[src/rtl/regulator_trim_cal.sv]
// Multi-channel SAR trim calibrator: binary-searches the signed trim code of each
// enabled regulator against its comparator flag, then holds the converged code.
module regulator_trim_cal #(
  parameter int N_CH       = 2,
  parameter int TRIM_W     = 4,
  parameter int SETTLE_CYC = 8,
  localparam int CH_W      = (N_CH > 1) ? $clog2(N_CH) : 1
) (
  input  logic                   clk,
  input  logic                   reset_n,
  input  logic                   start,
  input  logic                   abort,
  input  logic [N_CH-1:0]        ch_en,
  input  logic [N_CH-1:0]        cmp_hi,
  output logic [N_CH*TRIM_W-1:0] trim,
  output logic [CH_W-1:0]        ch_idx,
  output logic                   busy,
  output logic                   done
);

  localparam int BIT_W  = (TRIM_W > 1) ? $clog2(TRIM_W) : 1;
  localparam int CNT_W  = $clog2(SETTLE_CYC + 1);
  localparam int SCAN_W = CH_W + 1;
  // Offset-binary <-> two's complement is a flip of the sign bit.
  localparam logic [TRIM_W-1:0] MSB_FLIP = TRIM_W'(1) << (TRIM_W - 1);

  typedef enum logic [2:0] {
    S_IDLE   = 3'd0,
    S_SEL    = 3'd1,
    S_SET    = 3'd2,
    S_SETTLE = 3'd3,
    S_SAMPLE = 3'd4,
    S_DONE   = 3'd5
  } state_t;

  state_t                  r_state;
  logic [N_CH*TRIM_W-1:0]  r_trim;
  logic [N_CH*TRIM_W-1:0]  r_backup;
  logic [N_CH-1:0]         r_mask;
  logic [SCAN_W-1:0]       r_scan;
  logic [CH_W-1:0]         r_ch_idx;
  logic [TRIM_W-1:0]       r_u;
  logic [BIT_W-1:0]        r_bit;
  logic [CNT_W-1:0]        r_cnt;
  logic                    r_busy;
  logic                    r_done;

  logic                    w_found;
  logic [CH_W-1:0]         w_next;
  logic                    w_cmp;
  logic [TRIM_W-1:0]       w_bit_mask;
  logic [TRIM_W-1:0]       w_u_set;
  logic [TRIM_W-1:0]       w_u_smp;
  logic                    w_abort_act;

  // Lowest enabled channel at or above the scan pointer (descending loop, lowest wins).
  always_comb begin
    w_found = 1'b0;
    w_next  = '0;
    for (int c = N_CH - 1; c >= 0; c--) begin
      w_found = (r_mask[c] && (SCAN_W'(c) >= r_scan)) ? 1'b1 : w_found;
      w_next  = (r_mask[c] && (SCAN_W'(c) >= r_scan)) ? CH_W'(c) : w_next;
    end
  end

  // Candidate codes for the bit under trial.
  always_comb begin
    w_cmp       = cmp_hi[r_ch_idx];
    w_bit_mask  = TRIM_W'(1) << r_bit;
    w_u_set     = r_u | w_bit_mask;
    w_u_smp     = w_cmp ? (r_u & ~w_bit_mask) : r_u;
    w_abort_act = abort && (r_state != S_IDLE) && (r_state != S_DONE);
  end

  // Calibration sequencer with registered outputs.
  always_ff @(posedge clk or negedge reset_n) begin
    if (!reset_n) begin
      r_state  <= S_IDLE;
      r_trim   <= '0;
      r_backup <= '0;
      r_mask   <= '0;
      r_scan   <= '0;
      r_ch_idx <= '0;
      r_u      <= '0;
      r_bit    <= '0;
      r_cnt    <= '0;
      r_busy   <= 1'b0;
      r_done   <= 1'b0;
    end else if (w_abort_act) begin
      // In SEL no channel has been touched yet, so there is nothing to restore.
      if (r_state != S_SEL) begin
        r_trim[r_ch_idx*TRIM_W +: TRIM_W] <= r_backup[r_ch_idx*TRIM_W +: TRIM_W];
      end
      r_state  <= S_IDLE;
      r_busy   <= 1'b0;
      r_done   <= 1'b0;
      r_ch_idx <= '0;
      r_scan   <= '0;
    end else begin
      r_done <= 1'b0;
      case (r_state)
        S_IDLE: begin
          if (start && !abort) begin
            r_mask   <= ch_en;
            r_backup <= r_trim;
            r_scan   <= '0;
            r_ch_idx <= '0;
            r_busy   <= 1'b1;
            r_state  <= S_SEL;
          end
        end
        S_SEL: begin
          if (w_found) begin
            r_ch_idx <= w_next;
            r_u      <= '0;
            r_bit    <= BIT_W'(TRIM_W - 1);
            r_state  <= S_SET;
          end else begin
            r_done   <= 1'b1;
            r_busy   <= 1'b0;
            r_state  <= S_DONE;
          end
        end
        S_SET: begin
          r_u                               <= w_u_set;
          r_trim[r_ch_idx*TRIM_W +: TRIM_W] <= w_u_set ^ MSB_FLIP;
          r_cnt                             <= CNT_W'(SETTLE_CYC);
          r_state                           <= S_SETTLE;
        end
        S_SETTLE: begin
          r_cnt <= r_cnt - CNT_W'(1);
          if (r_cnt <= CNT_W'(1)) begin
            r_state <= S_SAMPLE;
          end
        end
        S_SAMPLE: begin
          r_u                               <= w_u_smp;
          r_trim[r_ch_idx*TRIM_W +: TRIM_W] <= w_u_smp ^ MSB_FLIP;
          if (r_bit != '0) begin
            r_bit   <= r_bit - BIT_W'(1);
            r_state <= S_SET;
          end else begin
            r_scan  <= SCAN_W'(r_ch_idx) + SCAN_W'(1);
            r_state <= S_SEL;
          end
        end
        S_DONE: begin
          r_busy   <= 1'b0;
          r_ch_idx <= '0;
          r_scan   <= '0;
          r_state  <= S_IDLE;
        end
        default: begin
          r_busy  <= 1'b0;
          r_state <= S_IDLE;
        end
      endcase
    end
  end

  assign trim   = r_trim;
  assign ch_idx = r_ch_idx;
  assign busy   = r_busy;
  assign done   = r_done;

endmodule

[config.mk]
export PLATFORM = sky130hd
export DESIGN_NAME = regulator_trim_cal
export DESIGN_NICKNAME = d
export VERILOG_FILES = /design/src/rtl/regulator_trim_cal.sv
export SDC_FILE = /design/constraint.sdc
export NUM_CORES = 1
export LEC_CHECK = 0
export BUFFER_PORTS_ARGS = -buffer_cell sky130_fd_sc_hd__buf_4
export CORE_MARGIN = 4
export CORE_UTILIZATION = 63
export DETAILED_ROUTE_END_ITERATION = 8
export GPL_ROUTABILITY_DRIVEN = 0
export HOLD_SLACK_MARGIN = 0.1
export PLACE_DENSITY_LB_ADDON = 0.2
export SLEW_MARGIN = 25
export SYNTH_ARGS = -nofsm -noshare
export SYNTH_HDL_FRONTEND = slang
export SYNTH_SLANG_ARGS = --single-unit
export TNS_END_PERCENT = 20
[constraint.sdc]
create_clock -name clk -period 3.9 [get_ports clk]
set_input_delay 0.78 -clock clk [delete_from_list [all_inputs] [get_ports clk]]
set_output_delay 0.78 -clock clk [all_outputs]
set_load 0.005 [all_outputs]
==> results.yml, run 1 <==
yosys:
  synth_compound_area_share_pct: 19.8
  synthCells: 198
  async_flop_share_pct: 100
  syn_area_mm2: 0.00196
  ys_top_cells_by_area: "dfrtp_1, mux2_2, o21ai_0"
  ys_seq_elements: 36
  synth_area_leader_cell: "dfrtp_1"
  synth_top_family_by_area: "compound AO/OA/AOI/OAI gates"
  yosysTopAreaCellShare_pct: 45.9
  synth_edf_count: 0
  synthDistinctLibCells: 40
  syn_area_per_cell_um2: 9.90
  synth.net_count: 212
  muxShareOfSynthArea_pct: 8.49
  yosys_warnings: 0
  yosys.area_share.simple_pct: 16.7
  ys.flop_type: "dfrtp_1"
  synthXorXnorAreaFrac_pct: 0.893
  ys_top_cells_by_count: "dfrtp_1, nand2_1, o21ai_0"
  synth.most_common_cell: "dfrtp_1"
  yosysSeqAreaShare_pct: 45.9
  synth-adder-area-share_pct: 3.83
clocking:
  cts_buffers: 5
  post_cts_buffers: 0
  root_buffer: "clkbuf_4"
  postCtsHoldBufs: 0
  post_cts_resize_count: 0
  clock_path_buffers: 2
  clock_latency_ns: 0.33
  cts_tree: "done"
  clock_sinks: 36
  clkSlewWorstSetupHoldPaths_ns: 0.11
  htree_levels: 2
routing:
  dr.max_layer_used: "met4"
  wl_mm: 4.19
  vias: 1596
  drtIter0Drc: 135
  first_pass_iters: 4
  wl_per_cell_um: 17.2
  wl_met1_mm: 1.85
  wl_met2_mm: 1.99
  ant_nets: 0
  wl_met3_um: 238
  drc_errors: 0
  routed_via_density: 6.54
placement:
  portBuffers: 18
  dp_hpwl_mm: 2.93
  placed_area_mm2: 0.00207
sta:
  layout_min_cycle_time_ns: 2.20
  period_share_pct: 56.4
  rsz0062_at_grt: "false"
  final-setup-viol-count: 0
  relSlewSlack_pct: 55.5
  fmax_ghz: 0.455
  totalNegativeSetupSlack_ns: 0
  skew_ns: 0.00538
  worst_pin_slew_ns: 0.659
  hold_violations: 0
  timing.hold.ws_ns: 0.380
  final-max-slew-violation-count: 0
floorplan:
  die_y_um: 63.8
  initial_core_util_pct: 68.7
  pin_count: 19
  core_area_mm2: 0.00285
  die_w_um: 63.8
  rows: 19
  die-area_mm2: 0.00407
setup_path:
  crit_type: "reg2reg"
  cp_slowest_cell: "dfrtp_1"
  endpoint_kind: "flip-flop"
  critical_path_required_ns: 4.13
  crit_family: "compound AO/OA/AOI/OAI gates"
  crit_path_max_fanout: 21
  crit_arrival_ns: 2.43
  start_kind: "flip-flop"
  path_buf_inv: 0
  cp_cell_sequence: "xor2_1 -> o21ai_1 -> o311ai_0 -> o211a_1"
  crit_path_max_incr_delay_ns: 0.72
power:
  powerDensity_mw_per_mm2: 719
  vdd_drop_max_mv: 0.431
  p_total_mw: 1.56
  total_leakage_power_nw: 0.972
cells_and_area:
  syn_to_final_growth_pct: 10.5
  drive_gt1_share_pct: 20.7
  final_nets: 226
  final_core_util_pct: 76.0
  antennaDiodeCount: 0
  finalInstanceArea_mm2: 0.00217
grt:
  overflow: 0
  grt_use_total_pct: 22.5
  antenna_found_initial: 0
  grt_max_degree: 37
  grt_pass1_vias: 1577
  grt_pass1_wl_mm: 7.20
worst_hold_path:
  hold_class: "in2async"
job:
  maxCapViolCount: 0
outcome:
  outcome: "finished clean"
==> cell usage in the layout (no fill, tap or decap), drive strengths merged, types with 3 or more instances in the layout <==
cell and instances:
a221oi 3, nand2 20, or3b 4, nand2b 8, a21oi 11, a31oi 5, nand3b 3, nor2 12
ha 6, clkbuf 7, o2bb2ai 6, mux2 13, nor3b 4, dfrtp 36, nor3 5, nand3 3
inv 6, buf 18, o21ai 20
==> sequential cells by signal, indices dropped and copies added (netlist names) <==
register	count
trim	8
done	1
r_mask	2
r_cnt	4
r_backup	8
r_scan	2
r_bit	2
r_u	4
busy	1
ch_idx	1
r_state	3
==> kinds of logic after synthesis <==
| family | after synthesis |
|---|---|
| AND/OR/NAND/NOR | 63 |
| AO/OA/AOI/OAI | 59 |
| flip-flops | 36 |
| buffers and inverters | 17 |
| multiplexers | 15 |
| adder cells (fa/ha/maj) | 6 |
| XOR/XNOR | 2 |
==> worst reg2reg max path, cell delays in order, from the launching register on <==
cell      delay (ns)
dfrtp_1         0.72
xor2_1          0.24
o21ai_1         0.52
o311ai_0        0.39
o211a_1         0.23
==> cell type report <==
type	count	area, um2
Clock inverter	1	30.0
Timing Repair Buffer	18	135
Tap cell	31	38.8
Multi-Input combinational cell	145	975
Clock buffer	7	65.1
Inverter	6	22.5
Sequential cell	36	901
Fill cell	199	686
==> path summary, 6_finish.rpt <==
kind                                     to         from  slack (ns)  depth (start not counted)
min in group clk                r_backup[6]  r_backup[6]        0.51                          1
max in group asynchronous         r_mask[1]      reset_n        3.21                          1
worst max-delay path             r_state[2]   r_state[0]        1.70                          4
worst max register to register   r_state[2]   r_state[0]        1.70                          4
worst min-delay path               r_bit[1]      reset_n        0.38                          1
worst min register to register  r_backup[6]  r_backup[6]        0.51                          1
==> stage by stage <==
| stage | cells | setup slack (ns) |
|---|---|---|
| 6_report | 244 | 1.70 |
| 5_1_grt | 244 | 1.43 |
| 4_1_cts | 244 | 1.71 |
| 3_5_place_dp | 236 | 1.80 |
| 3_3_place_gp | 236 | 1.88 |
| 2_1_floorplan | 198 | 2.11 |
==> per-layer routing <==
layer  GRT usage (%)  up-vias
met5               0        -
met4            12.7        0
met3            6.13       16
met2            33.8       56
met1            29.4      779
li1                -      745
==> where the power goes <==
group | total (mW) | internal [mW] | switching (mW) | leakage (nW)
Sequential | 0.654 | 0.505 | 0.150 | 0.459
Clock | 0.292 | 0.170 | 0.122 | 0.0515
Combinational | 0.612 | 0.294 | 0.318 | 0.462
Note: power is estimated with default switching activity, not from simulation.
==> inputs of run 2 (changes only) <==
- ABC_AREA: not set -> 1
- CORE_UTILIZATION: 63 -> 58
- clock period: 3.9 -> 2.1 ns (I/O delays scaled with it)
==> run 2 against run 1 <==
Sequential power rose by 80%. Combinational power rose to 2.5 times the previous value. Maximum frequency rose by 36%.
==> results.yml, run 2 <==
cells_and_area:
  final_cell_mix: "nand2_1, dfrtp_1, inv_1, nor2_1, nand3_1"
  layout_commonest_cell: "nand2_1"
  final_core_util_pct: 71.0
  drive_gt1_share_pct: 13.8
  final_nets: 303
  fillCellCount: 261
  finalInstanceArea_mm2: 0.00224
  antennaDiodeCount: 0
  syn_to_final_growth_pct: 12.7
  fin_cells: 334
sta:
  layout_min_cycle_time_ns: 1.61
  final-setup-viol-count: 0
  worst_pin_slew_ns: 0.465
  hold_violations: 0
  skew_ns: 0.0128
  final-max-slew-violation-count: 0
  rsz0062_at_grt: "false"
  timing.hold.ws_ns: 0.322
  relSlewSlack_pct: 68.7
  totalNegativeSetupSlack_ns: 0
  period_share_pct: 76.9
  fmax_ghz: 0.619
routing:
  wl_per_cell_um: 12.6
  drtIter0Drc: 108
  routed_via_density: 5.16
  drc_errors: 0
  wl_mm: 4.20
  first_pass_iters: 4
  vias: 1722
  ant_nets: 0
clocking:
  root_buffer: "clkbuf_4"
  postCtsHoldBufs: 1
  clock_latency_ns: 0.33
  post_cts_buffers: 0
  clkSlewWorstSetupHoldPaths_ns: 0.10
  clock_path_buffers: 2
  clock_sinks: 36
  htree_levels: 2
  cts_tree: "done"
  post_cts_resize_count: 0
  cts_buffers: 5
grt:
  antenna_found_initial: 0
  grt_pass1_vias: 1690
  grt_max_degree: 37
  overflow: 0
  grt_use_total_pct: 21.8
  grt_pass1_wl_mm: 7.42
setup_path:
  critical_path_required_ns: 2.32
  crit_path_max_fanout: 19
  crit_type: "reg2reg"
  start_kind: "flip-flop"
  endpoint_kind: "flip-flop"
  crit_arrival_ns: 1.83
yosys:
  ys.flop_type: "dfrtp_1"
  ys_top_cells_by_area: "dfrtp_1, nand2_1, inv_1"
  syn_area_mm2: 0.00199
  synth.net_count: 280
  yosys_warnings: 0
  ys_top_cells_by_count: "nand2_1, dfrtp_1, inv_1"
  synth.most_common_cell: "nand2_1"
  syn_area_per_cell_um2: 7.47
  yosysSeqAreaShare_pct: 45.3
  async_flop_share_pct: 100
  ys_seq_elements: 36
  synthCells: 266
  synthDistinctLibCells: 23
  yosysTopAreaCellShare_pct: 45.3
  synth_area_leader_cell: "dfrtp_1"
  synth_edf_count: 0
floorplan:
  die_y_um: 66.5
  initial_core_util_pct: 63.0
  core_area_mm2: 0.00315
  pin_count: 19
  rows: 20
  die-area_mm2: 0.00443
  die_w_um: 66.5
power:
  vdd_drop_max_mv: 0.894
  powerDensity_mw_per_mm2: 1430
  comb_power_share_pct: 48.4
  total_leakage_power_nw: 1.21
  p_switching_mw: 1.40
  p_int_mw: 1.79
  p_seq_share_pct: 36.9
  clockPowerShare_pct: 14.7
  switching_share_pct: 43.9
outcome:
  outcome: "finished clean"
placement:
  dp_hpwl_mm: 3.10
  placed_area_mm2: 0.00215
  dp_cells: 325
  portBuffers: 18
job:
  maxCapViolCount: 0
worst_hold_path:
  hold_class: "in2reg"
==> run 2: final cells by class <==
type	count	area [um2]	share of cell area (%)
multi-input cells	193	935	41.7
clock inverters	2	35.0	1.56
clock buffers	6	41.3	1.84
well taps	44	55.1	2.46
inverters	34	128	5.70
flip-flops and latches	36	901	40.2
repair buffers	19	145	6.48
==> run 2: worst paths after layout <==
check                      slack, ns  depth (start not counted)          end       start
max                             0.49                          5    r_mask[0]  r_state[2]
min                             0.32                          2    r_mask[1]    ch_en[1]
max reg2reg                     0.49                          5    r_mask[0]  r_state[2]
min reg2reg                     0.50                          2         busy        busy
max in group asynchronous       1.19                          2   r_state[1]     reset_n
min in group asynchronous       0.59                          2  r_backup[5]     reset_n
==> run 2: critical path, cell delays in order (launching register included) <==
cell and delay [ns]:
dfrtp_1 0.49, inv_1 0.10, nand2_1 0.16, inv_1 0.08
nand2_2 0.29, mux2_2 0.38
==> run 2: power by group through the flow <==
stage	combinational [mW]	clock [mW]	sequential [mW]
finish	1.55	0.468	1.18
global route	1.77	0.510	1.22
CTS	1.54	0.476	1.18
detailed placement	1.53	0	1.19
global placement	1.49	0	1.18
floorplan	1.14	0	1.14
==> run 2: routing by layer <==
layer / vias to the layer above / GRT usage (%) / share of wire (%)
li1: 883 / - / -
met3: 8 / 4.38 / 4.9
met2: 49 / 34.8 / 46
met5: - / 0 / 0
met4: 0 / 7.87 / 1.5
met1: 782 / 29.4 / 48
==> run 2: metrics by stage <==
step / power (mW) / setup slack (ns)
floorplan: 2.28 / 0.797
global route: 3.49 / 0.364
detailed placement: 2.72 / 0.519
global placement: 2.67 / 0.558
CTS: 3.19 / 0.519
finish: 3.19 / 0.486
==> run 2: logic make-up (layout without fill, tap and decap cells) <==
family | after synthesis | count (layout) | synth area share, %
flip-flops | 36 | 36 | 45.3
AND/OR/NAND/NOR | 152 | 152 | 33.6
adder cells (fa/ha/maj) | 6 | 6 | 3.78
multiplexers | 2 | 2 | 1.13
buffers and inverters | 37 | 61 | 7.62
AO/OA/AOI/OAI | 33 | 33 | 8.56
